--- src/rtl/rd_burst_issuer.sv ---
// rd_burst_issuer: splits a byte-range read into fixed-length AXI4 AR bursts and streams R beats out on AXIS
module rd_burst_issuer #(
    parameter int C_ADDR_WIDTH      = 64,
    parameter int C_DATA_WIDTH      = 512,
    parameter int C_XFER_SIZE_WIDTH = 32,
    parameter int C_BURST_LEN       = 64,
    parameter int C_MAX_OUTSTANDING = 16
) (
    input  logic                         clk,
    input  logic                         rst_n,
    input  logic                         ctrl_start,
    input  logic [C_ADDR_WIDTH-1:0]      ctrl_addr_offset,
    input  logic [C_XFER_SIZE_WIDTH-1:0] ctrl_xfer_size_in_bytes,
    output logic                         ctrl_busy,
    output logic                         ctrl_done,
    output logic                         m_axi_arvalid,
    input  logic                         m_axi_arready,
    output logic [C_ADDR_WIDTH-1:0]      m_axi_araddr,
    output logic [7:0]                   m_axi_arlen,
    input  logic                         m_axi_rvalid,
    output logic                         m_axi_rready,
    input  logic [C_DATA_WIDTH-1:0]      m_axi_rdata,
    input  logic                         m_axi_rlast,
    output logic                         m_axis_tvalid,
    input  logic                         m_axis_tready,
    output logic [C_DATA_WIDTH-1:0]      m_axis_tdata,
    output logic                         m_axis_tlast
);
    localparam int BPB = C_DATA_WIDTH / 8;
    localparam int LB  = $clog2(BPB);
    localparam int XW  = C_XFER_SIZE_WIDTH;
    localparam int AW  = C_ADDR_WIDTH;
    localparam int OW  = $clog2(C_MAX_OUTSTANDING) + 1;
    localparam int BSH = $clog2(C_BURST_LEN * BPB);

    typedef enum logic [1:0] {IDLE, RUN, DONE} state_t;

    state_t          state_q, state_d;
    logic [XW-1:0]   total_q, total_d, issued_q, issued_d, compl_q, compl_d;
    logic [7:0]      last_len_q, last_len_d, arlen_q, arlen_d;
    logic [AW-1:0]   base_q, base_d, araddr_q, araddr_d;
    logic            arvalid_q, arvalid_d;
    logic [OW-1:0]   outst_q, outst_d;
    logic [XW-1:0]   beats, bursts, issued_n;
    logic            ar_hs, rl_hs, last_burst;

    // beat and burst counts are rounded up so a partial beat or burst still gets fetched
    assign beats      = (ctrl_xfer_size_in_bytes >> LB) + XW'(|(ctrl_xfer_size_in_bytes & XW'(BPB - 1)));
    assign bursts     = (beats >> $clog2(C_BURST_LEN)) + XW'(|(beats & XW'(C_BURST_LEN - 1)));
    assign ar_hs      = arvalid_q && m_axi_arready;
    assign rl_hs      = m_axi_rvalid && m_axi_rready && m_axi_rlast && state_q == RUN;
    assign last_burst = compl_q == total_q - XW'(1);
    assign issued_n   = issued_q + XW'(ar_hs);

    assign ctrl_busy     = state_q != IDLE;
    assign ctrl_done     = state_q == DONE;
    assign m_axi_arvalid = arvalid_q;
    assign m_axi_araddr  = araddr_q;
    assign m_axi_arlen   = arlen_q;
    assign m_axi_rready  = m_axis_tready && ctrl_busy;
    assign m_axis_tvalid = m_axi_rvalid;
    assign m_axis_tdata  = m_axi_rdata;
    assign m_axis_tlast  = m_axi_rlast && last_burst;

    // next-state: accept start, issue ARs under the outstanding cap, finish on the last burst's RLAST
    always_comb begin
        state_d    = state_q;
        total_d    = total_q;
        last_len_d = last_len_q;
        base_d     = base_q;
        issued_d   = issued_n;
        compl_d    = compl_q + XW'(rl_hs);
        outst_d    = outst_q + OW'(ar_hs) - OW'(rl_hs);
        arvalid_d  = arvalid_q;
        araddr_d   = araddr_q;
        arlen_d    = arlen_q;
        case (state_q)
            IDLE: if (ctrl_start) begin
                base_d     = ctrl_addr_offset & ~AW'(BPB - 1);
                total_d    = bursts;
                last_len_d = 8'((beats - XW'(1)) & XW'(C_BURST_LEN - 1));
                issued_d   = '0;
                compl_d    = '0;
                state_d    = ctrl_xfer_size_in_bytes == '0 ? DONE : RUN;
            end
            RUN: begin
                if (!arvalid_q || ar_hs) begin
                    arvalid_d = issued_n != total_q && outst_d < OW'(C_MAX_OUTSTANDING);
                    araddr_d  = base_q + (AW'(issued_n) << BSH);
                    arlen_d   = issued_n == total_q - XW'(1) ? last_len_q : 8'(C_BURST_LEN - 1);
                end
                if (rl_hs && last_burst) state_d = DONE;
            end
            default: state_d = IDLE;
        endcase
    end

    // state registers; reset abandons any transfer in progress
    always_ff @(posedge clk or negedge rst_n) begin
        if (!rst_n) begin
            state_q    <= IDLE;
            total_q    <= '0;
            last_len_q <= '0;
            base_q     <= '0;
            issued_q   <= '0;
            compl_q    <= '0;
            outst_q    <= '0;
            arvalid_q  <= 1'b0;
            araddr_q   <= '0;
            arlen_q    <= '0;
        end else begin
            state_q    <= state_d;
            total_q    <= total_d;
            last_len_q <= last_len_d;
            base_q     <= base_d;
            issued_q   <= issued_d;
            compl_q    <= compl_d;
            outst_q    <= outst_d;
            arvalid_q  <= arvalid_d;
            araddr_q   <= araddr_d;
            arlen_q    <= arlen_d;
        end
    end
endmodule

--- config.mk ---
export PLATFORM = sky130hd
export DESIGN_NAME = rd_burst_issuer
export DESIGN_NICKNAME = d
export VERILOG_FILES = /design/src/rtl/rd_burst_issuer.sv
export SDC_FILE = /design/constraint.sdc
export NUM_CORES = 1
export LEC_CHECK = 0
export ABC_AREA = 1
export BUFFER_PORTS_ARGS = -buffer_cell sky130_fd_sc_hd__clkbuf_2
export CORE_AREA = 2 2 470 472
export CTS_CLUSTER_DIAMETER = 150
export CTS_CLUSTER_SIZE = 8
export DETAILED_ROUTE_END_ITERATION = 12
export DIE_AREA = 0 0 472 474
export GPL_TIMING_DRIVEN = 0
export PLACE_DENSITY_LB_ADDON = 0.1
export SLEW_MARGIN = 5
export SYNTH_ARGS = -nofsm -noshare
export SYNTH_HDL_FRONTEND = slang
export SYNTH_SLANG_ARGS = --single-unit
--- constraint.sdc ---
create_clock -name clk -period 4.4 [get_ports clk]
set_input_delay 0.66 -clock clk [delete_from_list [all_inputs] [get_ports clk]]
set_output_delay 0.66 -clock clk [all_outputs]
set_load 0.1 [all_outputs]
Word-level counts from Yosys, hierarchy flattened

Cells that the tools add are included.

Flip-flop bits (word level): 240
Bits of input ports: 615
Output and inout port bits: 590
Word-level logic and storage cells: 54

Add/sub/neg operators: 9
Order comparisons: 1
Eq/ne operators: 7
Multiplexer cells: 9
Reductions and logical operators: 18

Operator list:

| operator                | count |
|---|---|
| $mux W32                | 4 |
| $add A32 B1 Y32         | 2 |
| $add A64 B44 Y64        | 1 |
| $eq A32 B32 Y1          | 2 |
| $logic_not A32 Y1       | 1 |
| $ne A32 B32 Y1          | 1 |
| $sub A32 B1 Y32 const B | 1 |
| $add A26 B1 Y27         | 1 |
| $add A21 B1 Y22         | 1 |
| $reduce_or A6 Y1        | 2 |
| $logic_and A1 B1 Y1     | 8 |
| $mux W2                 | 3 |
| $mux W6                 | 1 |
| $reduce_and A2 Y1       | 3 |
| $sub A6 B1 Y6 const B   | 1 |
| $add A5 B1 Y5           | 1 |
| $lt A5 B5 Y1 const B    | 1 |
| $sub A5 B1 Y5           | 1 |
| $pmux W2 S2             | 1 |
| $eq A2 B1 Y1 const B    | 1 |
| $eq A2 B2 Y1 const B    | 1 |
| $logic_not A2 Y1        | 1 |
| $ne A2 B1 Y1 const B    | 1 |
| $ne A2 B2 Y1 const B    | 1 |
| 3 further kinds         | 3 |

Longest topological paths before layout

Word-level depth: 8
Gate-level depth with buffers: 27
Depth with buffers taken out: 27

Least setup slack after synthesis

Ideal clock, no wire load.

Kind: reg2reg
Start point: register arvalid_q (netlist: m_axi_arvalid)
End point: register araddr_q[45] (netlist: m_axi_araddr[45])
Library setup time: 120 ps
Arrival: 3635 ps
Required time: 4280 ps
Slack: 645 ps
Stages on the path, launching flop included: 25
Buffers on the path: 0
Period minus slack after synthesis: 3755 ps
Cells stage by stage: dfrtp_1 > nand2_1 > inv_1 > ha_1 > nand2_2 > nor2_4 > nand2_2 > nor2_1 > nand2_1 > nand2_1 > inv_1 > ha_1 > nand2_1 > nor2_1 > inv_1 > nor2_1 > inv_1 > nor3_1 > nor2_1 > o21ai_0 > nand2_1 > nand2_1 > nand2_1 > nand3_1 > nand2_1

Cells in the longest elaborated chain, start to end: 3
Elaborated cells on any way between the ends: 6
Those cells by class: add/sub (2); reduce/logical (4)

RTL lines:

| what                                                    | line   | RTL |
|---|---|---|
| start, declared                                         | 42     | `logic arvalid_q, arvalid_d;` |
| start signal, assigned                                  | 119    | `arvalid_q <= arvalid_d;` |
| $logic_and A1 B1 Y1 or $logic_not A1 Y1 (tied branches) | 50, 87 |  |
| $add A32 B1 Y32 or $logic_or A1 B1 Y1 (tied branches)   | 53, 87 |  |
| $add A64 B44 Y64 or $reduce_and A2 Y1 (tied branches)   | --     |  |
| end signal, assigned                                    | 120    | `araddr_q <= araddr_d;` |
| end, declared                                           | 41     | `logic [AW-1:0] base_q, base_d, araddr_q, araddr_d;` |

Parallel ways exist; a longest one is shown, timed or not.
A chain may end at the register's enable or synchronous reset.

Worst setup path in the final report

Start point: register total_q[0]
End point: output m_axis_tlast

Cells in the longest elaborated chain, start to end: 3

RTL lines:

| what                   | line | RTL |
|---|---|---|
| start, declared        | 39   | `logic [XW-1:0] total_q, total_d, issued_q, issued_d, compl_q, compl_d;` |
| start signal, assigned | 113  | `total_q <= total_d;` |
| $sub A32 B1 Y32        | 52   | `assign last_burst = compl_q == total_q - XW'(1);` |
| $eq A32 B32 Y1         | 52   |  |
| $logic_and A1 B1 Y1    | 63   | `assign m_axis_tlast = m_axi_rlast && last_burst;` |
| end, declared          | 27   | `output logic m_axis_tlast` |

Every way passes these cells.

==> out/summary.log <==
[outcome] run status finished, final reports clean
[timing] final critical-path share of the clock period 93.6%
[floorplanning] Die Height 474 µm
[yosys] commonest cells in the netlist sky130_fd_sc_hd__nand2_1, sky130_fd_sc_hd__buf_4, sky130_fd_sc_hd__nor2_1
[timing] Worst slew margin 25.5%
[detailed_routing] drt pass-1 iters 6
[min_path] worst hold path class input port to flip-flop
[yosys] number of flops mapped to enable cells by yosys 0
[yosys] Unique masters post-synth 45
[global_routing] GRT Residual Overflow 0
[yosys] flop and latch count out of synthesis 222
[timing] number of endpoints with negative hold slack in the final report 0
[cts] CTS max path bufs 3
[timing] number of pins exceeding their max-slew limit in the final report 0
[placement] number of buffer cells added on primary ports 677
[floorplanning] Die X-Extent 472 µm
[cts] worst skew pair latency 0.65 ns
[setup_path] startpoint class of the critical path flip-flop
[detailed_routing] per-cell via count in the routed design 3.21
[yosys] leading post-synthesis cells by cell area sky130_fd_sc_hd__dfrtp_1, sky130_fd_sc_hd__buf_4, sky130_fd_sc_hd__nand2_1
[yosys] most area-hungry cell type in the Yosys netlist sky130_fd_sc_hd__dfrtp_1
[yosys] cell with the most instances after synthesis sky130_fd_sc_hd__nand2_1
[detailed_routing] residual DRC count 0
[global_routing] pin count of the biggest net entering global routing 84
[detailed_routing] remaining antenna violation count after routing 0
[floorplanning] number of ports placed on the die boundary 1205
[cts] TritonCTS clock tree yes
[timing] max frequency 243 MHz
[yosys] combined area of all synthesized cells 20300 µm²
[cells_and_area] final instance count without filler cells 6664
[detailed_routing] Total Wirelength 121000 µm
[setup_path] data arrival time at the worst-slack endpoint 3.46 ns
[setup_path] required time of the worst setup path 3.74 ns
[setup_path] path type of the worst setup path flip-flop to output port
[setup_path] type of destination of the critical path output port
[detailed_routing] total via count after detailed routing 21400
[yosys] synthesized instance count 3065
[timing] worst slew pin tran 1.12 ns
[timing] unrepaired setup endpoints after global routing yes
[yosys] average size of a mapped cell 6.62 µm²
[setup_path] largest driver fanout on the critical path 10
[placement] HPWL after detailed placement 106000 µm
[cts] Root Buffer sky130_fd_sc_hd__clkbuf_16
[placement] routability-driven placement congestion ratio 0.802
[global_routing] Global Route Usage Sum 10.3%
[cts] CTS sink count 222
[placement] Post-DP Area 27400 µm²
[power] IR drop worst, VDD 311 µV
[yosys] share of synthesized registers carrying an async set or reset 100%
[floorplanning] total core area 219000 µm²
[detailed_routing] DRC violation total after the first TritonRoute iteration 1132
[global_routing] wire length of the first global-routing pass 165000 µm
[floorplanning] starting density of the core 9.28%
[floorplanning] Site Rows 172
[global_routing] antenna violations before repair 16
[cells_and_area] design area 28500 µm²
[timing] setup skew after layout 0.0396 ns
[cells_and_area] fin nets 4454
[global_routing] number of global-route vias before repair 21400
[yosys] part of the Yosys area used for sequential elements 27.4%
[cts] clock slew at the register clock pins of the worst setup and hold paths 0.06 ns
[placement] cell count after placement 6625
[yosys] dominant register cell in the synthesized netlist sky130_fd_sc_hd__dfrtp_1
[cells_and_area] Layout Area Growth over Synthesis 40.7%
[job] Max Cap Violations 0
[cts] number of buffers created by CTS 31
[cts] number of H-tree levels 1
[cells_and_area] share of final-layout standard cells stronger than drive strength 1 35.9%
[floorplanning] Die Footprint 224000 µm²
[power] leakage power of the design 14.0 nW
[yosys] fraction of synthesized cell area taken by the top area cell type 27.4%
[timing] min cycle time layout 4.12 ns
[yosys] total number of yosys warnings 0
[timing] number of setup violations in the final report 0
[detailed_routing] drt wl/cell 18.2 µm
[power] PwrDens 533 nW/µm²
==> metal layers <==
layer	share of wire, %	wire (µm)	GRT usage [%]	up-vias
li1	-	-	-	10600
met1	47	56300	14.0	9930
met2	46	55800	16.9	792
met3	4.9	5950	1.60	100
met4	2.4	2950	2.46	4
met5	0.027	33	0	-
==> cell usage in the layout, fill, tap and decap left out, types with 14 or more instances in the layout <==
| cell | count |
|---|---|
| sky130_fd_sc_hd__a21oi_1 | 74 |
| sky130_fd_sc_hd__a31oi_1 | 14 |
| sky130_fd_sc_hd__buf_4 | 524 |
| sky130_fd_sc_hd__clkbuf_1 | 34 |
| sky130_fd_sc_hd__clkbuf_16 | 31 |
| sky130_fd_sc_hd__clkbuf_2 | 676 |
| sky130_fd_sc_hd__dfrtp_1 | 222 |
| sky130_fd_sc_hd__ha_1 | 40 |
| sky130_fd_sc_hd__inv_1 | 285 |
| sky130_fd_sc_hd__nand2_1 | 891 |
| sky130_fd_sc_hd__nand2_2 | 19 |
| sky130_fd_sc_hd__nand3_1 | 141 |
| sky130_fd_sc_hd__nand4_1 | 54 |
| sky130_fd_sc_hd__nor2_1 | 310 |
| sky130_fd_sc_hd__nor2_2 | 26 |
| sky130_fd_sc_hd__nor2_4 | 17 |
| sky130_fd_sc_hd__nor3_1 | 54 |
| sky130_fd_sc_hd__nor4_1 | 20 |
| sky130_fd_sc_hd__o21ai_0 | 135 |
| sky130_fd_sc_hd__xnor2_1 | 30 |
| sky130_fd_sc_hd__xor2_1 | 67 |
==> layout make-up <==
type	count	area [µm²]
multi-input cells	1990	9830
repair buffers	684	3540
clock buffers	32	790
inverters	295	1110
flip-flops and latches	222	5560
diodes	4	10.0
plain buffers	565	4090
well taps	2871	3590
clock inverters	1	8.76
fillers	25600	190000
==> flip-flops by register name (all words and copies together), names as in the netlist, 2 cells and up <==
register / count
base_q: 58
m_axi_araddr: 58
compl_q: 32
issued_q: 32
total_q: 22
last_len_q: 6
m_axi_arlen: 6
outst_q: 5
state_q: 2
==> kinds of logic (layout without fill, tap and decap cells) <==
group,count (synthesis),count (layout),share of synthesized area [%]
other,1,12,0.0185
buffers and inverters,860,1577,25.6
adder cells (fa/ha/maj),50,50,3.16
flip-flops,222,222,27.4
XOR/XNOR,102,102,4.40
AND/OR/NAND/NOR,1559,1559,32.3
AO/OA/AOI/OAI,271,271,7.16
==> report_power, final <==
part / total [mW] / leakage (nW) / internal, mW / switching [mW]
logic: 9.43 / 10.7 / 1.93 / 7.49
clock network: 2.33 / 0.394 / 1.24 / 1.09
registers: 3.46 / 2.84 / 2.75 / 0.711
==> final timing paths <==
| path | start | endpoint | slack, ns | cells after the start |
|---|---|---|---|---|
| max | total_q[0]$_DFFE_PN0P_ | m_axis_tlast | 0.28 | 16 |
| min | ctrl_addr_offset[56] | base_q[56]$_DFFE_PN0P_ | 0.23 | 3 |
| max reg2reg | m_axi_arvalid$_DFFE_PN0P_ | m_axi_araddr[62]$_DFFE_PN0P_ | 0.30 | 20 |
| min reg2reg | m_axi_araddr[13]$_DFFE_PN0P_ | m_axi_araddr[13]$_DFFE_PN0P_ | 0.48 | 2 |
| max in group asynchronous | rst_n | compl_q[20]$_DFF_PN0_ | 2.72 | 4 |
| min in group asynchronous | rst_n | m_axi_araddr[23]$_DFFE_PN0P_ | 0.47 | 2 |
==> what timing repair did <==
item	CTS	global route
hold endpoints to repair	1	0
buffers inserted	0	1
hold buffers	1	0
gates cloned	0	0
pin swaps	0	2
resized for setup	30	47
setup endpoints to repair	25	27
==> metrics by stage <==
stage	utilization (%)	hold slack [ns]	worst slack [ns]	total power, mW	setup TNS (ns)
after detailed placement	12.5	0.467	-0.978	13.1	-16.11
after global placement	12.5	0.463	-3.31	13.1	-740.35
after global routing	13.0	0.195	-0.0409	16.3	-0.0909
after floorplan	-	0.364	0.645	10.2	0
final	13.1	0.225	0.283	15.2	0
after CTS	13.0	0.164	0.0136	15.6	0
==> worst max-delay path, cell delays in order (launching register included) <==
cell                       delay [ns]
sky130_fd_sc_hd__dfrtp_1         0.42
sky130_fd_sc_hd__inv_1           0.17
sky130_fd_sc_hd__ha_4            0.20
sky130_fd_sc_hd__nand2_2         0.13
sky130_fd_sc_hd__nor2_4          0.17
sky130_fd_sc_hd__buf_4           0.21
sky130_fd_sc_hd__nand2_1         0.06
sky130_fd_sc_hd__nand2_1         0.06
sky130_fd_sc_hd__nand2_1         0.16
sky130_fd_sc_hd__nand2_1         0.15
sky130_fd_sc_hd__nand3_1         0.10
sky130_fd_sc_hd__nor2_2          0.16
sky130_fd_sc_hd__nand3_1         0.10
sky130_fd_sc_hd__nor2_1          0.19
sky130_fd_sc_hd__nand3_2         0.15
sky130_fd_sc_hd__nor2_1          0.14
sky130_fd_sc_hd__clkbuf_8        0.26
No activity file was read; power rests on OpenSTA's default activity.
